[src/rtl/game_pkg.sv]
// game_pkg: shared definitions for the game control slice.
//   state_t      - encoding of the per-frame sequencer states
//   dir_t        - character direction / action codes used by the datapath
//   ON / OFF     - strobe level constants
//   strobes_t    - the Moore strobe bundle, and decode_strobes() which maps
//                  a state onto it
package game_pkg;

  typedef enum logic [3:0] {
    S_WAIT_START = 4'd0,
    S_INIT       = 4'd1,
    S_IDLE       = 4'd2,
    S_DRAW_MAP   = 4'd3,
    S_REG        = 4'd4,
    S_COLL       = 4'd5,
    S_APPLY      = 4'd6,
    S_SETTLE     = 4'd7,
    S_DRAW_LINK  = 4'd8
  } state_t;

  typedef enum logic [2:0] {
    NO_ACTION = 3'd0,
    ATTACK    = 3'd1,
    UP        = 3'd2,
    DOWN      = 3'd3,
    LEFT      = 3'd4,
    RIGHT     = 3'd5
  } dir_t;

  localparam logic ON  = 1'b1;
  localparam logic OFF = 1'b0;

  typedef struct packed {
    logic init;
    logic idle;
    logic draw_map;
    logic reg_action;
    logic apply_action;
    logic draw_link;
    logic vga_sel;
  } strobes_t;

  // vga_sel follows draw_link: the character source is selected only while
  // the character is being drawn, the map source at every other time.
  function automatic strobes_t decode_strobes(input state_t s);
    strobes_t o;
    o = '0;
    case (s)
      S_INIT:      o.init         = ON;
      S_IDLE:      o.idle         = ON;
      S_DRAW_MAP:  o.draw_map     = ON;
      S_REG:       o.reg_action   = ON;
      S_APPLY:     o.apply_action = ON;
      S_DRAW_LINK: begin
        o.draw_link = ON;
        o.vga_sel   = ON;
      end
      default:     o = '0;
    endcase
    return o;
  endfunction

endpackage

[src/rtl/game_ctrl_fsm_if.sv]
// game_ctrl_fsm_if: bundle between the frame sequencer and its neighbours
// (frame-tick generator, map renderer, character datapath, VGA mux).
//   master - the sequencer: consumes start/tick/done, drives strobes/status
//   slave  - the surrounding blocks
//
// Signalling: there is no valid/ready pairing here. start is a level sampled
// only while waiting to start; frame_tick is a one-cycle pulse; the two
// *_draw_done inputs are levels that rise when their draw completes and may
// linger one cycle after the matching enable drops. Every output is a
// registered Moore signal.
interface game_ctrl_fsm_if;
  logic       start;
  logic       frame_tick;
  logic       map_draw_done;
  logic       link_draw_done;
  logic       init;
  logic       idle;
  logic       draw_map;
  logic       reg_action;
  logic       apply_action;
  logic       draw_link;
  logic       vga_sel;
  logic [7:0] frame_count;
  logic       timeout_err;
  logic       frame_overrun;

  modport master (
    input  start, frame_tick, map_draw_done, link_draw_done,
    output init, idle, draw_map, reg_action, apply_action, draw_link,
           vga_sel, frame_count, timeout_err, frame_overrun
  );

  modport slave (
    output start, frame_tick, map_draw_done, link_draw_done,
    input  init, idle, draw_map, reg_action, apply_action, draw_link,
           vga_sel, frame_count, timeout_err, frame_overrun
  );
endinterface

[src/rtl/game_ctrl_fsm_frame_pacer.sv]
// frame_pacer: remembers a frame_tick that arrives while the sequencer is
// busy, flags a second one as an overrun, and divides frames down to
// movement steps.
//   clock, reset   - clock, async active-low reset
//   clear          - sequencer is initialising: drop all pacing state
//   in_idle        - sequencer is idle; a tick here is consumed directly
//   frame_tick     - one pulse per VGA frame
//   map_exit       - sequencer is leaving the map draw this cycle
//   pending        - a tick is waiting to start the next frame
//   frame_overrun  - sticky: a tick arrived while one was already pending
//   move_frame     - the current frame carries a movement step
module frame_pacer
  import game_pkg::*;
#(
  parameter int unsigned MOVE_DIV = 2
) (
  input  logic clock,
  input  logic reset,
  input  logic clear,
  input  logic in_idle,
  input  logic frame_tick,
  input  logic map_exit,
  output logic pending,
  output logic frame_overrun,
  output logic move_frame
);

  localparam logic [7:0] DIV_LAST = 8'(MOVE_DIV - 1);

  logic [7:0] div_q, div_d;
  logic       pending_q, pending_d;
  logic       overrun_q, overrun_d;

  always_comb begin
    div_d     = div_q;
    pending_d = pending_q;
    overrun_d = overrun_q;
    if (clear) begin
      div_d     = '0;
      pending_d = OFF;
      overrun_d = OFF;
    end else begin
      // In idle a pending tick or a fresh tick always launches a frame, so
      // nothing remains pending on the following cycle.
      if (in_idle) begin
        pending_d = OFF;
      end else if (frame_tick) begin
        if (pending_q) overrun_d = ON;
        pending_d = ON;
      end
      if (map_exit) begin
        div_d = (div_q == DIV_LAST) ? 8'd0 : div_q + 8'd1;
      end
    end
  end

  always_ff @(posedge clock or negedge reset) begin
    if (!reset) begin
      div_q     <= '0;
      pending_q <= OFF;
      overrun_q <= OFF;
    end else begin
      div_q     <= div_d;
      pending_q <= pending_d;
      overrun_q <= overrun_d;
    end
  end

  assign pending       = pending_q;
  assign frame_overrun = overrun_q;
  assign move_frame    = (div_q == DIV_LAST);

endmodule

[src/rtl/game_ctrl_fsm.sv]
// game_ctrl_fsm: once-per-frame sequencer for the map renderer and the Link
// character datapath: map redraw, optional movement step (latch command,
// collision settle, apply, sprite RAM settle), then character redraw.
//   clock, reset - clock, async active-low reset
//   bus          - game_ctrl_fsm_if.master (inputs start, frame_tick,
//                  map_draw_done, link_draw_done; strobes, vga_sel,
//                  frame_count and sticky error flags out)
//   dbg_state    - current state register, for observation
module game_ctrl_fsm
  import game_pkg::*;
#(
  parameter int unsigned MOVE_DIV     = 2,
  parameter int unsigned DRAW_TIMEOUT = 131071,
  parameter int unsigned TO_W         = 17
) (
  input  logic            clock,
  input  logic            reset,
  game_ctrl_fsm_if.master bus,
  output state_t          dbg_state
);

  localparam logic [TO_W-1:0] TO_LAST = TO_W'(DRAW_TIMEOUT - 1);

  state_t          state_q, state_d;
  logic [TO_W-1:0] to_cnt_q, to_cnt_d;
  strobes_t        strobes_q, strobes_d;
  logic [7:0]      frame_count_q, frame_count_d;
  logic            timeout_err_q, timeout_err_d;

  logic pending;
  logic move_frame;
  logic map_exit;
  logic timeout_hit;

  frame_pacer #(
    .MOVE_DIV (MOVE_DIV)
  ) u_pacer (
    .clock         (clock),
    .reset         (reset),
    .clear         (state_q == S_INIT),
    .in_idle       (state_q == S_IDLE),
    .frame_tick    (bus.frame_tick),
    .map_exit      (map_exit),
    .pending       (pending),
    .frame_overrun (bus.frame_overrun),
    .move_frame    (move_frame)
  );

  // The counter holds (cycles spent in the draw state - 1), so a hit on
  // DRAW_TIMEOUT-1 leaves after exactly DRAW_TIMEOUT cycles. It is zero in
  // every non-draw state, which makes it zero on entry to a draw state.
  assign timeout_hit = (to_cnt_q == TO_LAST);

  always_comb begin
    state_d       = state_q;
    to_cnt_d      = '0;
    frame_count_d = frame_count_q;
    timeout_err_d = timeout_err_q;
    map_exit      = OFF;
    case (state_q)
      S_WAIT_START: if (bus.start) state_d = S_INIT;
      S_INIT: begin
        frame_count_d = '0;
        timeout_err_d = OFF;
        state_d       = S_IDLE;
      end
      S_IDLE: if (bus.frame_tick || pending) state_d = S_DRAW_MAP;
      S_DRAW_MAP: begin
        if (bus.map_draw_done || timeout_hit) begin
          map_exit = ON;
          state_d  = move_frame ? S_REG : S_DRAW_LINK;
          // A done arriving together with the timeout is a normal finish.
          if (!bus.map_draw_done) timeout_err_d = ON;
        end else begin
          to_cnt_d = to_cnt_q + 1'b1;
        end
      end
      S_REG:    state_d = S_COLL;
      S_COLL:   state_d = S_APPLY;
      S_APPLY:  state_d = S_SETTLE;
      S_SETTLE: state_d = S_DRAW_LINK;
      S_DRAW_LINK: begin
        if (bus.link_draw_done || timeout_hit) begin
          frame_count_d = frame_count_q + 8'd1;
          state_d       = S_IDLE;
          if (!bus.link_draw_done) timeout_err_d = ON;
        end else begin
          to_cnt_d = to_cnt_q + 1'b1;
        end
      end
      default: state_d = S_WAIT_START;
    endcase
    // Strobes are registered from the next state so they line up with the
    // state register while depending on no input combinationally.
    strobes_d = decode_strobes(state_d);
  end

  always_ff @(posedge clock or negedge reset) begin
    if (!reset) begin
      state_q       <= S_WAIT_START;
      to_cnt_q      <= '0;
      strobes_q     <= '0;
      frame_count_q <= '0;
      timeout_err_q <= OFF;
    end else begin
      state_q       <= state_d;
      to_cnt_q      <= to_cnt_d;
      strobes_q     <= strobes_d;
      frame_count_q <= frame_count_d;
      timeout_err_q <= timeout_err_d;
    end
  end

  assign bus.init         = strobes_q.init;
  assign bus.idle         = strobes_q.idle;
  assign bus.draw_map     = strobes_q.draw_map;
  assign bus.reg_action   = strobes_q.reg_action;
  assign bus.apply_action = strobes_q.apply_action;
  assign bus.draw_link    = strobes_q.draw_link;
  assign bus.vga_sel      = strobes_q.vga_sel;
  assign bus.frame_count  = frame_count_q;
  assign bus.timeout_err  = timeout_err_q;
  assign dbg_state        = state_q;

endmodule
[src/flat_wrapper.sv]
// flat-port wrapper written by rule: the top's interface ports become plain ports
module game_ctrl_fsm_flat import game_pkg::*;
#(
  parameter int unsigned MOVE_DIV     = 2,
  parameter int unsigned DRAW_TIMEOUT = 131071,
  parameter int unsigned TO_W         = 17
)
  (clock, reset, dbg_state, bus_start, bus_frame_tick, bus_map_draw_done, bus_link_draw_done, bus_init, bus_idle, bus_draw_map, bus_reg_action, bus_apply_action, bus_draw_link, bus_vga_sel, bus_frame_count, bus_timeout_err, bus_frame_overrun);
  game_ctrl_fsm_if bus_i ();
  input  logic clock;
  input  logic reset;
  output state_t dbg_state;
  input wire logic [$bits(bus_i.start)-1:0] bus_start;
  input wire logic [$bits(bus_i.frame_tick)-1:0] bus_frame_tick;
  input wire logic [$bits(bus_i.map_draw_done)-1:0] bus_map_draw_done;
  input wire logic [$bits(bus_i.link_draw_done)-1:0] bus_link_draw_done;
  output wire logic [$bits(bus_i.init)-1:0] bus_init;
  output wire logic [$bits(bus_i.idle)-1:0] bus_idle;
  output wire logic [$bits(bus_i.draw_map)-1:0] bus_draw_map;
  output wire logic [$bits(bus_i.reg_action)-1:0] bus_reg_action;
  output wire logic [$bits(bus_i.apply_action)-1:0] bus_apply_action;
  output wire logic [$bits(bus_i.draw_link)-1:0] bus_draw_link;
  output wire logic [$bits(bus_i.vga_sel)-1:0] bus_vga_sel;
  output wire logic [$bits(bus_i.frame_count)-1:0] bus_frame_count;
  output wire logic [$bits(bus_i.timeout_err)-1:0] bus_timeout_err;
  output wire logic [$bits(bus_i.frame_overrun)-1:0] bus_frame_overrun;
  assign bus_i.start = bus_start;
  assign bus_i.frame_tick = bus_frame_tick;
  assign bus_i.map_draw_done = bus_map_draw_done;
  assign bus_i.link_draw_done = bus_link_draw_done;
  assign bus_init = bus_i.init;
  assign bus_idle = bus_i.idle;
  assign bus_draw_map = bus_i.draw_map;
  assign bus_reg_action = bus_i.reg_action;
  assign bus_apply_action = bus_i.apply_action;
  assign bus_draw_link = bus_i.draw_link;
  assign bus_vga_sel = bus_i.vga_sel;
  assign bus_frame_count = bus_i.frame_count;
  assign bus_timeout_err = bus_i.timeout_err;
  assign bus_frame_overrun = bus_i.frame_overrun;
  game_ctrl_fsm #(.MOVE_DIV(MOVE_DIV), .DRAW_TIMEOUT(DRAW_TIMEOUT), .TO_W(TO_W)) u_core (.clock(clock), .reset(reset), .bus(bus_i), .dbg_state(dbg_state));
endmodule
[config.mk]
export PLATFORM = sky130hd
export DESIGN_NAME = game_ctrl_fsm_flat
export DESIGN_NICKNAME = d
export VERILOG_FILES = /design/src/rtl/game_pkg.sv /design/src/rtl/game_ctrl_fsm_if.sv /design/src/rtl/game_ctrl_fsm_frame_pacer.sv /design/src/rtl/game_ctrl_fsm.sv /design/src/flat_wrapper.sv
export SDC_FILE = /design/constraint.sdc
export NUM_CORES = 1
export LEC_CHECK = 0
export ABC_AREA = 1
export CORE_UTILIZATION = 35
export CTS_BUF_LIST = sky130_fd_sc_hd__clkbuf_4 sky130_fd_sc_hd__clkbuf_8 sky130_fd_sc_hd__clkbuf_16
export CTS_CLUSTER_DIAMETER = 60
export DETAILED_ROUTE_END_ITERATION = 10
export PLACE_DENSITY_LB_ADDON = 0.2
export SLEW_MARGIN = 20
export SYNTH_ARGS = -nofsm -noshare
export SYNTH_HDL_FRONTEND = slang
export SYNTH_SLANG_ARGS = --single-unit
[constraint.sdc]
create_clock -name clock -period 2.6 [get_ports clock]
set_clock_uncertainty 0.05 [all_clocks]
set_input_delay 0.39 -clock clock [delete_from_list [all_inputs] [get_ports clock]]
set_output_delay 0.39 -clock clock [all_outputs]
set_load 0.01 [all_outputs]
==> metrics.md, run 1 <==
| Metric | Value |
|---|---|
| Post-CTS sizing | `0` |
| Post-DP HPWL | `3860 um` |
| Io pins | `27` |
| Crit Path Max Fanout | `7` |
| Reg2reg path depth | `12` |
| Mapped cell area | `2460 um2` |
| Filler cell count | `687` |
| R2R setup slack | `0.82 ns` |
| Buffer and inverter count on the worst path | `1` |
| Port bufs | `26` |
| Peak supply drop | `483 uV` |
| Rows | `30` |
| Post-route minimum period | `1.81 ns` |
| RSZ-0062 raised after global routing | `no` |
| Syn_nets | `306` |
| Number of synthesized flops with an enable pin | `0` |
| Fmax | `554 MHz` |
| Core area | `6790 um2` |
| Power density cells | `820 nW/um2` |
| Nets | `340` |
| Fraction of layout cells with a size suffix above 1 | `13.0%` |
| Antenna cells | `0` |
| Max Cap Viol | `0` |
| Final hold viol count | `0` |
| Initial Utilization | `36.3%` |
| CTS root buf | `clkbuf_8` |
| Top Family by Delay on Critical Path | `buffers and inverters` |
| Clk_lat worst skew | `0.30 ns` |
| Routed Antenna Nets | `0` |
| DIE WIDTH | `85.9 um` |
| Worst Setup Start Kind | `flip-flop` |
| Synthesis-stage register bit count | `46` |
| Ys Warns | `0` |
| Full die area | `7380 um2` |
| Dominant synthesized flop cell | `dfrtp_1` |
| DRT Wirelength | `5060 um` |
| Critical R2R Launch | `u_core.to_cnt_q[0]` |
| Residual DRC count | `0` |
| Setup violations, final | `0` |
| Period utilisation layout | `69.5%` |
| Vias in the first global route | `1815` |
| Status | `complete, no violations` |
| CTS sink count | `46` |
| DIE HEIGHT | `85.9 um` |
| Maximum number of pins on one net before global-route repair | `23` |
| CTS buffer count | `5` |
| Cell variety after synth | `34` |
| Post-synthesis sequential area ratio | `46.7%` |
| Worst EP arrival | `1.37 ns` |
| Worst-Margin Slew | `0.448 ns` |
| Critical Path End Type | `output port` |
| Routability congestion estimate | `0.779` |
| First-pass GRT wire length | `8580 um` |
| Hold_sp | `u_core.u_pacer.frame_overrun` |
| Fraction of registers with async set/reset | `100%` |
| Min-Delay Path Class | `reg -> reg` |
| H-tree Lvls | `2` |
| Post-synthesis cell count | `295` |
| Drt via density | `4.60` |
| Tot GR Track Use | `15.0%` |
| Ordered list of cells on the worst path | `clkdlybuf4s50_1` |
| Placed Instances | `417` |
| Hold Crit Endpoint | `u_core.u_pacer.frame_overrun` |
| Slowest-stage cell, CP | `clkdlybuf4s50_1` |
| R2r endpoint | `u_core.bus.timeout_err` |
| Crit Path Category | `reg -> out` |
| Leakage power | `1.34 nW` |
| Max-slew violations | `0` |
| Worst Hold Path Cells | `2` |
| Vias after detailed routing | `1959` |
| Initial antenna violation count | `0` |
| CP max stage delay | `0.61 ns` |
| CTS tree | `built` |
| Initial DRC Count | `81` |
| Data required, critical path | `2.16 ns` |
| Worst-path clk slew | `0.08 ns` |
| Buffer levels on the longest clock path | `2` |
| Core Util, Final | `43.5%` |
| Final Non-Filler Cells | `426` |
| DRT Pass-1 Iters | `6` |
| Area delta synth->final | `19.9%` |
| Setup TNS | `0 ns` |
| Synth Area per Inst | `8.36 um2` |
| Routed len/inst | `11.9 um` |
| Gr ovfl total | `0` |
| Worst slew margin | `69.8%` |
==> tightest hold or removal path: stages, from the launching register on <==
cell and delay (ns):
dfrtp_1 0.35, nand2_1 0.05, o21ai_0 0.06
==> cell families (layout without fill, tap and decap cells) <==
group / count (synthesis) / count (layout) / synth area share [%]
DFF: 46 / 46 / 46.7
muxes: 1 / 1 / 0.406
buffers and inverters: 43 / 78 / 7.21
xor gates and xnor gates: 10 / 10 / 3.55
adders and majority gates: 5 / 5 / 2.54
and+or+nand+nor: 161 / 161 / 32.8
AOI/OAI and AO/OA: 29 / 29 / 6.80
==> placed cells by master (no fill, tap or decap), drive strengths merged, types with 4 or more instances in the layout <==
cell,netlist,layout
ha,5,5
o21ai,19,19
dfrtp,46,46
a21oi,5,5
nor2,45,45
nor3,9,9
nand2,70,70
inv,38,38
buf,3,4
clkdlybuf4s50,0,25
nand3,20,20
nand4,7,7
clkbuf,0,8
nand3b,7,7
xor2,7,7
==> layer usage <==
| layer | vias up | track usage [%] | routed length [um] |
|---|---|---|---|
| met3 | 6 | 3.75 | 249 |
| met5 | - | 0 | 0 |
| met2 | 49 | 22.2 | 2100 |
| met4 | 0 | 4.55 | 53 |
| li1 | 1015 | - | - |
| met1 | 889 | 21.6 | 2660 |
==> area by class of cell <==
cell class / instances / area, um2 / area share (%)
Clock buffer: 8 / 110 / 3.72
Inverter: 40 / 151 / 5.12
Multi-Input combinational cell: 206 / 1140 / 38.4
Sequential cell: 46 / 1150 / 38.9
Tap cell: 96 / 120 / 4.06
Timing Repair Buffer: 30 / 288 / 9.73
==> state kept, by name, indices dropped and copies added, names as in the netlist <==
name                          flops
u_core.bus.init                   1
u_core.bus.timeout_err            1
u_core.dbg_state                  4
u_core.u_pacer.frame_overrun      1
u_core.to_cnt_q                  17
u_core.u_pacer.pending            1
u_core.bus.draw_link              1
u_core.bus.apply_action           1
u_core.bus.reg_action             1
u_core.bus.idle                   1
u_core.u_pacer.div_q              8
u_core.bus.draw_map               1
u_core.bus.frame_count            8
==> worst max path at each step <==
stage / from / endpoint / slack (ns) / cells after the start
final: u_core.dbg_state[0] / dbg_state[0] / 0.79 / 1
after global routing: u_core.to_cnt_q[0] / u_core.to_cnt_q[3] / 0.65 / 11
after CTS: u_core.dbg_state[0] / dbg_state[0] / 0.77 / 1
after detailed placement: u_core.to_cnt_q[0] / u_core.bus.timeout_err / 0.82 / 12
after global placement: u_core.to_cnt_q[0] / u_core.bus.timeout_err / 0.83 / 12
after floorplan: u_core.dbg_state[0] / u_core.bus.frame_count[0] / 1.02 / 9
==> power by group <==
group	switching (W)	internal, W
clock network	0.000234	0.000269
logic	0.000601	0.000366
registers	0.000117	0.000837
==> stage by stage <==
step / total power (W) / setup WS, ns / cell area (um2) / hold slack (ns)
floorplan: 0.00160 / 1.02 / 2460 / 0.0444
global placement: 0.00194 / 0.834 / 2840 / 0.263
detailed placement: 0.00194 / 0.815 / 2840 / 0.268
CTS: 0.00246 / 0.772 / 2960 / 0.453
global route: 0.00261 / 0.653 / 2960 / 0.479
finish: 0.00242 / 0.793 / 2960 / 0.444
==> what timing repair did <==
| action | in CTS | in global routing |
|---|---|---|
| buffers inserted | 0 | 0 |
| hold endpoints to repair | 12 | 0 |
| hold buffers | 1 | 0 |
==> synth_stat cells (4+ instances only) <==
library cell | n | area [um2]
nand2_1 | 59 | 221
dfrtp_1 | 46 | 1150
nor2_1 | 38 | 143
inv_1 | 35 | 131
nand3_1 | 19 | 95.1
o21ai_0 | 13 | 65.1
nand2_2 | 7 | 43.8
nand3b_1 | 7 | 52.6
nand4_1 | 7 | 43.8
xor2_1 | 7 | 61.3
a21oi_1 | 5 | 25.0
ha_1 | 5 | 62.6
nor2_4 | 5 | 56.3
nor3_1 | 5 | 25.0
nand2_4 | 4 | 45.0
nor3_2 | 4 | 40.0
o21ai_1 | 4 | 20.0
Power figures use the tool's default switching activity.
==> inputs of run 2 (changes only) <==
- clock period: 2.6 -> 1.5 ns (I/O delays scaled with it)
==> run 2 against run 1 <==
- the run now ends with setup timing left
- cell area is 18% higher
- first-iteration DRC count is 41% lower
- critical path depth is 10 higher
- worst hold slack worse by 0.11 ns
- sequential share of layout area is 5.9 points lower
- combinational power is 150% higher
==> metrics.md, run 2 (synthesized netlist as in run 1, its figures left out) <==
| Metric | Value |
|---|---|
| Nets | `397 (+17%)` |
| Worst Setup Start Kind | `flip-flop` |
| Top routing layer in use | `met4` |
| Io pins | `27 (unchanged)` |
| Full die area | `7380 um2 (unchanged)` |
| H-tree Lvls | `2 (unchanged)` |
| Setup violations, final | `39 (+39)` |
| Antenna cells | `0 (unchanged)` |
| Vias in the first global route | `2105 (+16%)` |
| Data required, critical path | `1.65 ns (-0.51 ns)` |
| Initial DRC Count | `48 (-41%)` |
| CTS sink count | `46 (unchanged)` |
| Buffer and inverter count on the worst path | `1 (unchanged)` |
| Residual DRC count | `0 (unchanged)` |
| Critical Path End Type | `flip-flop` |
| Maximum number of pins on one net before global-route repair | `21 (-8.7%)` |
| Fmax | `616 MHz` |
| Tot GR Track Use | `16.4% (+1.4 points)` |
| Clock power frac | `17.4% (-3.3 points)` |
| Most frequent cells in the layout | `58 x nand2_1, 58 x buf_4, 45 x dfrtp_1` |
| Post-DP Area | `3220 um2 (+14%)` |
| Post-route minimum period | `1.62 ns` |
| Switching share of power | `38.8% (-0.47 points)` |
| Worst-Margin Slew | `0.393 ns (-0.0545 ns)` |
| Worst slew margin | `73.8% (+3.9 points)` |
| Design Area, Final | `3490 um2 (+18%)` |
| CTS buffer count | `5 (unchanged)` |
| DIE HEIGHT | `85.9 um (unchanged)` |
| Status | `finished, violations left` |
| Power density cells | `1380 nW/um2 (+68%)` |
| Routed len/inst | `11.1 um (-6.3%)` |
| Routability congestion estimate | `0.788 (+1.2%)` |
| Clk_lat worst skew | `0.30 ns (about the same)` |
| Initial antenna violation count | `0 (unchanged)` |
| Cell Int Power | `0.00294 W (+99%)` |
| Biggest register | `u_core.to_cnt_q` |
| DRT Pass-1 Iters | `4 (-2)` |
| Drt via density | `4.40 (-4.4%)` |
| Met2 routed WL | `2590 um (+23%)` |
| Rows | `30 (unchanged)` |
| Gr ovfl total | `0 (unchanged)` |
| Peak supply drop | `944 uV (+96%)` |
| Top Family by Delay on Critical Path | `simple AND/OR/NAND/NOR gates` |
| Initial Utilization | `36.3% (unchanged)` |
| Largest register FFs | `17 (unchanged)` |
| Leakage power | `1.79 nW (+34%)` |
| Worst EP arrival | `1.77 ns (+0.40 ns)` |
| Post-DP HPWL | `4090 um (+6.0%)` |
| Core area | `6790 um2 (unchanged)` |
| Logic pwr share | `50.1% (+10 points)` |
| Routed Antenna Nets | `0 (unchanged)` |
| Sequential share of power | `32.5% (-6.9 points)` |
| DRT Wirelength | `5380 um (+6.2%)` |
| Ordered list of cells on the worst path | `inv_1 -> ha_1 -> nand2_1 -> nor2_1 -> nand2_2 -> nor2_4 -> nor2_4 -> nand2_4 -> nand3_1 -> nand2_1 -> nor2_2` |
| Setup TNS | `-2.17 ns (-2.17 ns)` |
| Metal3 WL | `132 um (-47%)` |
| Vias after detailed routing | `2124 (+8.4%)` |
| DIE WIDTH | `85.9 um (unchanged)` |
| CTS tree | `built` |
| Slowest-stage cell, CP | `dfrtp_1` |
| M1 WL | `2600 um (-2.2%)` |
| Min-Delay Path Class | `in -> async` |
| Buffer levels on the longest clock path | `2 (unchanged)` |
| First-pass GRT wire length | `9490 um (+11%)` |
| RSZ-0062 raised after global routing | `yes` |
| Failing checks | `setup timing` |
| Worst-path clk slew | `0.09 ns (about the same)` |
| Switch Pwr | `0.00186 W (+96%)` |
| Hold slack | `0.329 ns (-0.115 ns)` |
| Max Cap Viol | `0 (unchanged)` |
| Fraction of layout cells with a size suffix above 1 | `28.2% (+15 points)` |
| Area delta synth->final | `41.4%` |
| CTS root buf | `clkbuf_8` |
| Final hold viol count | `0 (unchanged)` |
| Crit Path Max Fanout | `3 (-4)` |
| Port bufs | `26 (unchanged)` |
| Crit Path Category | `reg -> reg` |
| Max-slew violations | `0 (unchanged)` |
| Period utilisation layout | `108%` |
| CP max stage delay | `0.38 ns (-0.23 ns)` |
| Final worst slack | `-0.124 ns (-0.917 ns)` |
-- run 2: cell count changes in the layout (fill, tap and decap cells not counted), sizes merged --
cell	previous run	this run
buf	4	60
clkbuf	8	7
clkdlybuf4s50	25	11
clkinv	2	4
dlygate4sd2	0	7
dlymetal6s2s	0	7
-- run 2: worst reg2reg max path, stage by stage (launching register included) --
cell,delay [ns]
dfrtp_1,0.38
inv_1,0.06
ha_1,0.13
nand2_1,0.05
nor2_1,0.11
nand2_2,0.11
nor2_4,0.17
nor2_4,0.06
nand2_4,0.10
nand3_1,0.16
nand2_1,0.12
nor2_2,0.04
-- run 2: repair_timing --
item / in CTS / in global routing
resized for setup: 18 / 11
hold buffers: 1 / 0
pin swaps: 4 / 3
setup endpoints to repair: 51 / 48
cloned: 1 / 0
hold endpoints to repair: 14 / 0
buffers inserted: 8 / 1
-- run 2: layout make-up --
type / count / area, um2
Inverter: 40 / 168
Clock buffer: 7 / 96.3
Timing Repair inverter: 1 / 8.76
Timing Repair Buffer: 86 / 729
Sequential cell: 46 / 1150
Clock inverter: 1 / 8.76
Tap cell: 96 / 120
Multi-Input combinational cell: 206 / 1200
Fill cell: 663 / 3310
-- run 2: layer usage --
metal	vias to the layer above	GRT usage [%]
met4	0	5.00
met3	4	3.37
met5	-	0
met2	22	27.1
met1	971	21.5
li1	1127	-
-- run 2: final timing paths --
check | start | slack (ns) | end | cells after the start
max in group asynchronous | reset | 0.56 | u_core.to_cnt_q[16] | 3
min in group clock | u_core.bus.timeout_err | 0.43 | u_core.bus.timeout_err | 2
min | reset | 0.33 | u_core.bus.frame_count[5] | 2
min reg2reg | u_core.bus.timeout_err | 0.43 | u_core.bus.timeout_err | 2
max reg2reg | u_core.to_cnt_q[0] | -0.12 | u_core.bus.draw_map | 11
max | u_core.to_cnt_q[0] | -0.12 | u_core.bus.draw_map | 11
-- run 2: stage by stage --
stage          std cells  setup slack [ns]  util (%)  power [W]
3_3_place_gp         464            -0.164      47.4    0.00387
5_1_grt              483            -0.254      51.3    0.00516
2_1_floorplan        295           -0.0542         -    0.00281
6_report             483            -0.124      51.3    0.00480
3_5_place_dp         464            -0.148      47.4    0.00387
4_1_cts              482            -0.143      50.6    0.00483
-- run 2: power by group through the flow --
stage / Sequential (W) / Combinational, W / Clock [W]
after global routing: 0.00158 / 0.00267 / 0.000917
after global placement: 0.00159 / 0.00228 / 0
after detailed placement: 0.00159 / 0.00228 / 0
after floorplan: 0.00171 / 0.00110 / 0
final: 0.00156 / 0.00240 / 0.000833
after CTS: 0.00157 / 0.00238 / 0.000880
==> inputs of run 3 (changes only) <==
- SYNTH_HIERARCHICAL: default -> 1
==> run 3 against run 2 <==
- the run still ends with setup timing left
- cell area grew 8.6%
- non-clock buffer count grew 13
- maximum frequency decreased by 6.6%
- area after synthesis is 1.1% higher
- sequential power hardly changed
- critical path depth increased by 1
- total power rose by 1.7%
- critical path type unchanged
- largest cell class unchanged
- highest routed layer unchanged
==> metrics.md, run 3 <==
| Metric | Value |
|---|---|
| Routability congestion estimate | `0.776 (-1.4%)` |
| Cell variety after synth | `32 (-5.9%)` |
| Most frequent cells in the layout | `65 x nand2_1, 62 x buf_4, 46 x dfrtp_1` |
| Routed Antenna Nets | `0 (unchanged)` |
| Rows | `30 (unchanged)` |
| Worst-Margin Slew | `0.284 ns (-0.109 ns)` |
| Power density cells | `1290 nW/um2 (-6.3%)` |
| Area delta synth->final | `52.0%` |
| Initial Utilization | `36.5% (+0.19 points)` |
| Post-synthesis sequential area ratio | `46.2% (-0.49 points)` |
| Routed len/inst | `11.5 um (+3.5%)` |
| Maximum number of pins on one net before global-route repair | `47 (+120%)` |
| Sequential share of power | `31.7% (-0.8 points)` |
| Ordered list of cells on the worst path | `inv_1 -> ha_2 -> nand2_2 -> nor2_4 -> nand2_4 -> o21ai_4 -> nand2_2 -> inv_4 -> nor2_4 -> nor2_4 -> xor2_1 -> nor2_1` |
| Worst-path clk slew | `0.08 ns (about the same)` |
| Multi-input logic area | `1340 um2 (+11%)` |
| Clk_lat worst skew | `0.29 ns (about the same)` |
| First-pass GRT wire length | `9740 um (+2.6%)` |
| Setup TNS | `-6.42 ns (-4.24 ns)` |
| Dpl ws | `-0.212 ns (-0.0642 ns)` |
| Final hold viol count | `0 (unchanged)` |
| Antenna cells | `0 (unchanged)` |
| Vias after detailed routing | `2339 (+10%)` |
| Largest register FFs | `17 (unchanged)` |
| Post-route minimum period | `1.74 ns (+0.114 ns)` |
| DRT Pass-1 Iters | `4 (unchanged)` |
| Mapped cell area | `2490 um2 (+1.1%)` |
| Critical Path End Type | `flip-flop` |
| CTS sink count | `46 (unchanged)` |
| Filler cell count | `642 (-3.2%)` |
| Dominant synthesized flop cell | `dfrtp_1` |
| Number of synthesized flops with an enable pin | `0 (unchanged)` |
| Commonest non-fill, non-tap cell in the layout | `nand2_1` |
| Residual DRC count | `0 (unchanged)` |
| Fraction of registers with async set/reset | `100% (unchanged)` |
| CTS root buf | `clkbuf_8` |
| Leakage power | `1.93 nW (+7.7%)` |
| Crit Path Category | `reg -> reg` |
| CTS buffer count | `5 (unchanged)` |
| Design Area, Final | `3790 um2 (+8.6%)` |
| CTS tree | `built` |
| Nets | `434 (+9.3%)` |
| Max-slew violations | `0 (unchanged)` |
| Initial antenna violation count | `0 (unchanged)` |
| Biggest register | `u_core/to_cnt_q` |
| Synth Area per Inst | `7.86 um2 (-5.9%)` |
| Crit Path Max Fanout | `4 (+1)` |
| Final worst slack | `-0.238 ns (-0.114 ns)` |
| Worst slew margin | `80.9% (+7.1 points)` |
| Tot GR Track Use | `16.6% (+0.22 points)` |
| Syn_nets | `328 (+7.2%)` |
| Switching share of power | `38.1% (-0.66 points)` |
| Buffer and inverter count on the worst path | `2 (+1)` |
| Setup violations, final | `41 (+5.1%)` |
| Post-synth top area share | `46.2% (-0.49 points)` |
| Post-DP HPWL | `3970 um (-2.8%)` |
| Max Cap Viol | `0 (unchanged)` |
| Clock power frac | `15.3% (-2.1 points)` |
| H-tree Lvls | `2 (unchanged)` |
| Logic pwr share | `53.0% (+2.9 points)` |
| Post-synth top area cell | `dfrtp_1` |
| Register area | `1150 um2 (-0.11%)` |
| Worst Setup Start Kind | `flip-flop` |
| DIE HEIGHT | `86.4 um (+0.52%)` |
| Vias in the first global route | `2273 (+8.0%)` |
| CP max stage delay | `0.39 ns (about the same)` |
| Buffer levels on the longest clock path | `2 (unchanged)` |
| Failing checks | `setup timing` |
| Io pins | `27 (unchanged)` |
| Port bufs | `26 (unchanged)` |
| Full die area | `7460 um2 (+1.0%)` |
| Top Family by Delay on Critical Path | `simple AND/OR/NAND/NOR gates` |
| Commonest cells post-synth | `72 x nand2_1, 46 x dfrtp_1, 45 x inv_1` |
| Min-Delay Path Class | `in -> async` |
| Fraction of layout cells with a size suffix above 1 | `36.4% (+8.2 points)` |
| Data required, critical path | `1.63 ns (-0.02 ns)` |
| Most numerous cell in the Yosys netlist | `nand2_1` |
| Period utilisation layout | `116% (+7.6 points)` |
| Worst path most repeated cell | `nor2_4` |
| Core area | `6830 um2 (+0.55%)` |
| Drt via density | `4.51 (+2.5%)` |
| Top cells by area, synth | `dfrtp_1 46%, nand2_1 11%, inv_1 6.8%, nor2_1 5.9%, nand3_1 4.4%` |
| Post-synthesis cell count | `317 (+7.5%)` |
| Peak supply drop | `582 uV (-38%)` |
| Gr ovfl total | `0 (unchanged)` |
| Status | `finished, violations left` |
| DRT Wirelength | `5980 um (+11%)` |
| Switch Pwr | `0.00186 W (about the same)` |
| Cell Int Power | `0.00302 W (+2.8%)` |
| Initial DRC Count | `73 (+52%)` |
| Fmax | `575 MHz (-6.6%)` |
| Synthesis-stage register bit count | `46 (unchanged)` |
| DIE WIDTH | `86.4 um (+0.52%)` |
| Ys Warns | `6 (+6)` |
| Hold slack | `0.399 ns (+0.0701 ns)` |
| Worst EP arrival | `1.87 ns (+0.10 ns)` |
| Post-DP Area | `3270 um2 (+1.6%)` |
| RSZ-0062 raised after global routing | `yes` |
| Slowest-stage cell, CP | `dfrtp_1` |
==> run 3: cell type report <==
class                           count  area share (%)
Multi-Input combinational cell    218            35.4
Tap cell                           96            3.17
Inverter                           51            5.65
Timing Repair Buffer               99            22.7
Clock buffer                        7            2.21
Timing Repair inverter              2           0.463
Sequential cell                    46            30.4
==> run 3: worst paths after layout <==
kind | startpoint | to | slack [ns] | depth (start not counted)
min in group clock | u_core/u_pacer/frame_overrun | u_core/u_pacer/frame_overrun | 0.44 | 1
max reg2reg | u_core/to_cnt_q[0] | u_core/u_pacer/div_q[4] | -0.24 | 12
max | u_core/to_cnt_q[0] | u_core/u_pacer/div_q[4] | -0.24 | 12
max in group asynchronous | reset | u_core/bus.reg_action | 0.78 | 3
min | reset | u_core/bus.frame_count[7] | 0.40 | 3
min reg2reg | u_core/u_pacer/frame_overrun | u_core/u_pacer/frame_overrun | 0.44 | 1
==> run 3: kinds of logic after synthesis <==
kind of cell / count (synthesis) / share of synthesized area, %
DFF: 46 / 46.2
AOI/OAI and AO/OA: 28 / 6.43
muxes: 1 / 0.402
buffers and inverters: 53 / 8.44
xor gates and xnor gates: 11 / 3.87
adders and majority gates: 5 / 2.51
and+or+nand+nor: 173 / 32.1
==> run 3: what timing repair did <==
| item | CTS | global route |
|---|---|---|
| setup buffers | 12 | 6 |
| cloned | 1 | 1 |
| setup endpoints to repair | 51 | 46 |
| pin swaps | 14 | 23 |
| hold endpoints to repair | 46 | 0 |
| hold buffers | 1 | 0 |
| resized for setup | 38 | 49 |
==> run 3: power by group through the flow <==
stage,clock [W],combinational [W],sequential [W]
after global routing,0.000823,0.00284,0.00158
after detailed placement,0,0.00193,0.00159
final,0.000748,0.00259,0.00155
after floorplan,0,0.000951,0.00166
after CTS,0.000776,0.00216,0.00155
after global placement,0,0.00191,0.00159
==> run 3: stage by stage <==
step	cells	utilization, %	total power [W]
after floorplan	317	-	0.00261
after global placement	491	47.9	0.00349
after detailed placement	491	47.9	0.00352
after CTS	512	52.1	0.00448
after global routing	519	55.4	0.00524
final	519	55.4	0.00488
==> run 3: layer usage <==
layer / global-route usage (%) / vias to the layer above / wire, um
met5: 0 / - / 0
met4: 5.61 / 0 / 80
met3: 3.71 / 6 / 177
met2: 27.8 / 28 / 2970
met1: 21.2 / 1103 / 2760
li1: - / 1202 / -
==> run 3: worst min-delay path, cell delays in order <==
cell and delay, ns:
dlygate4sd3_1 0.52, buf_2 0.12, buf_12 0.24
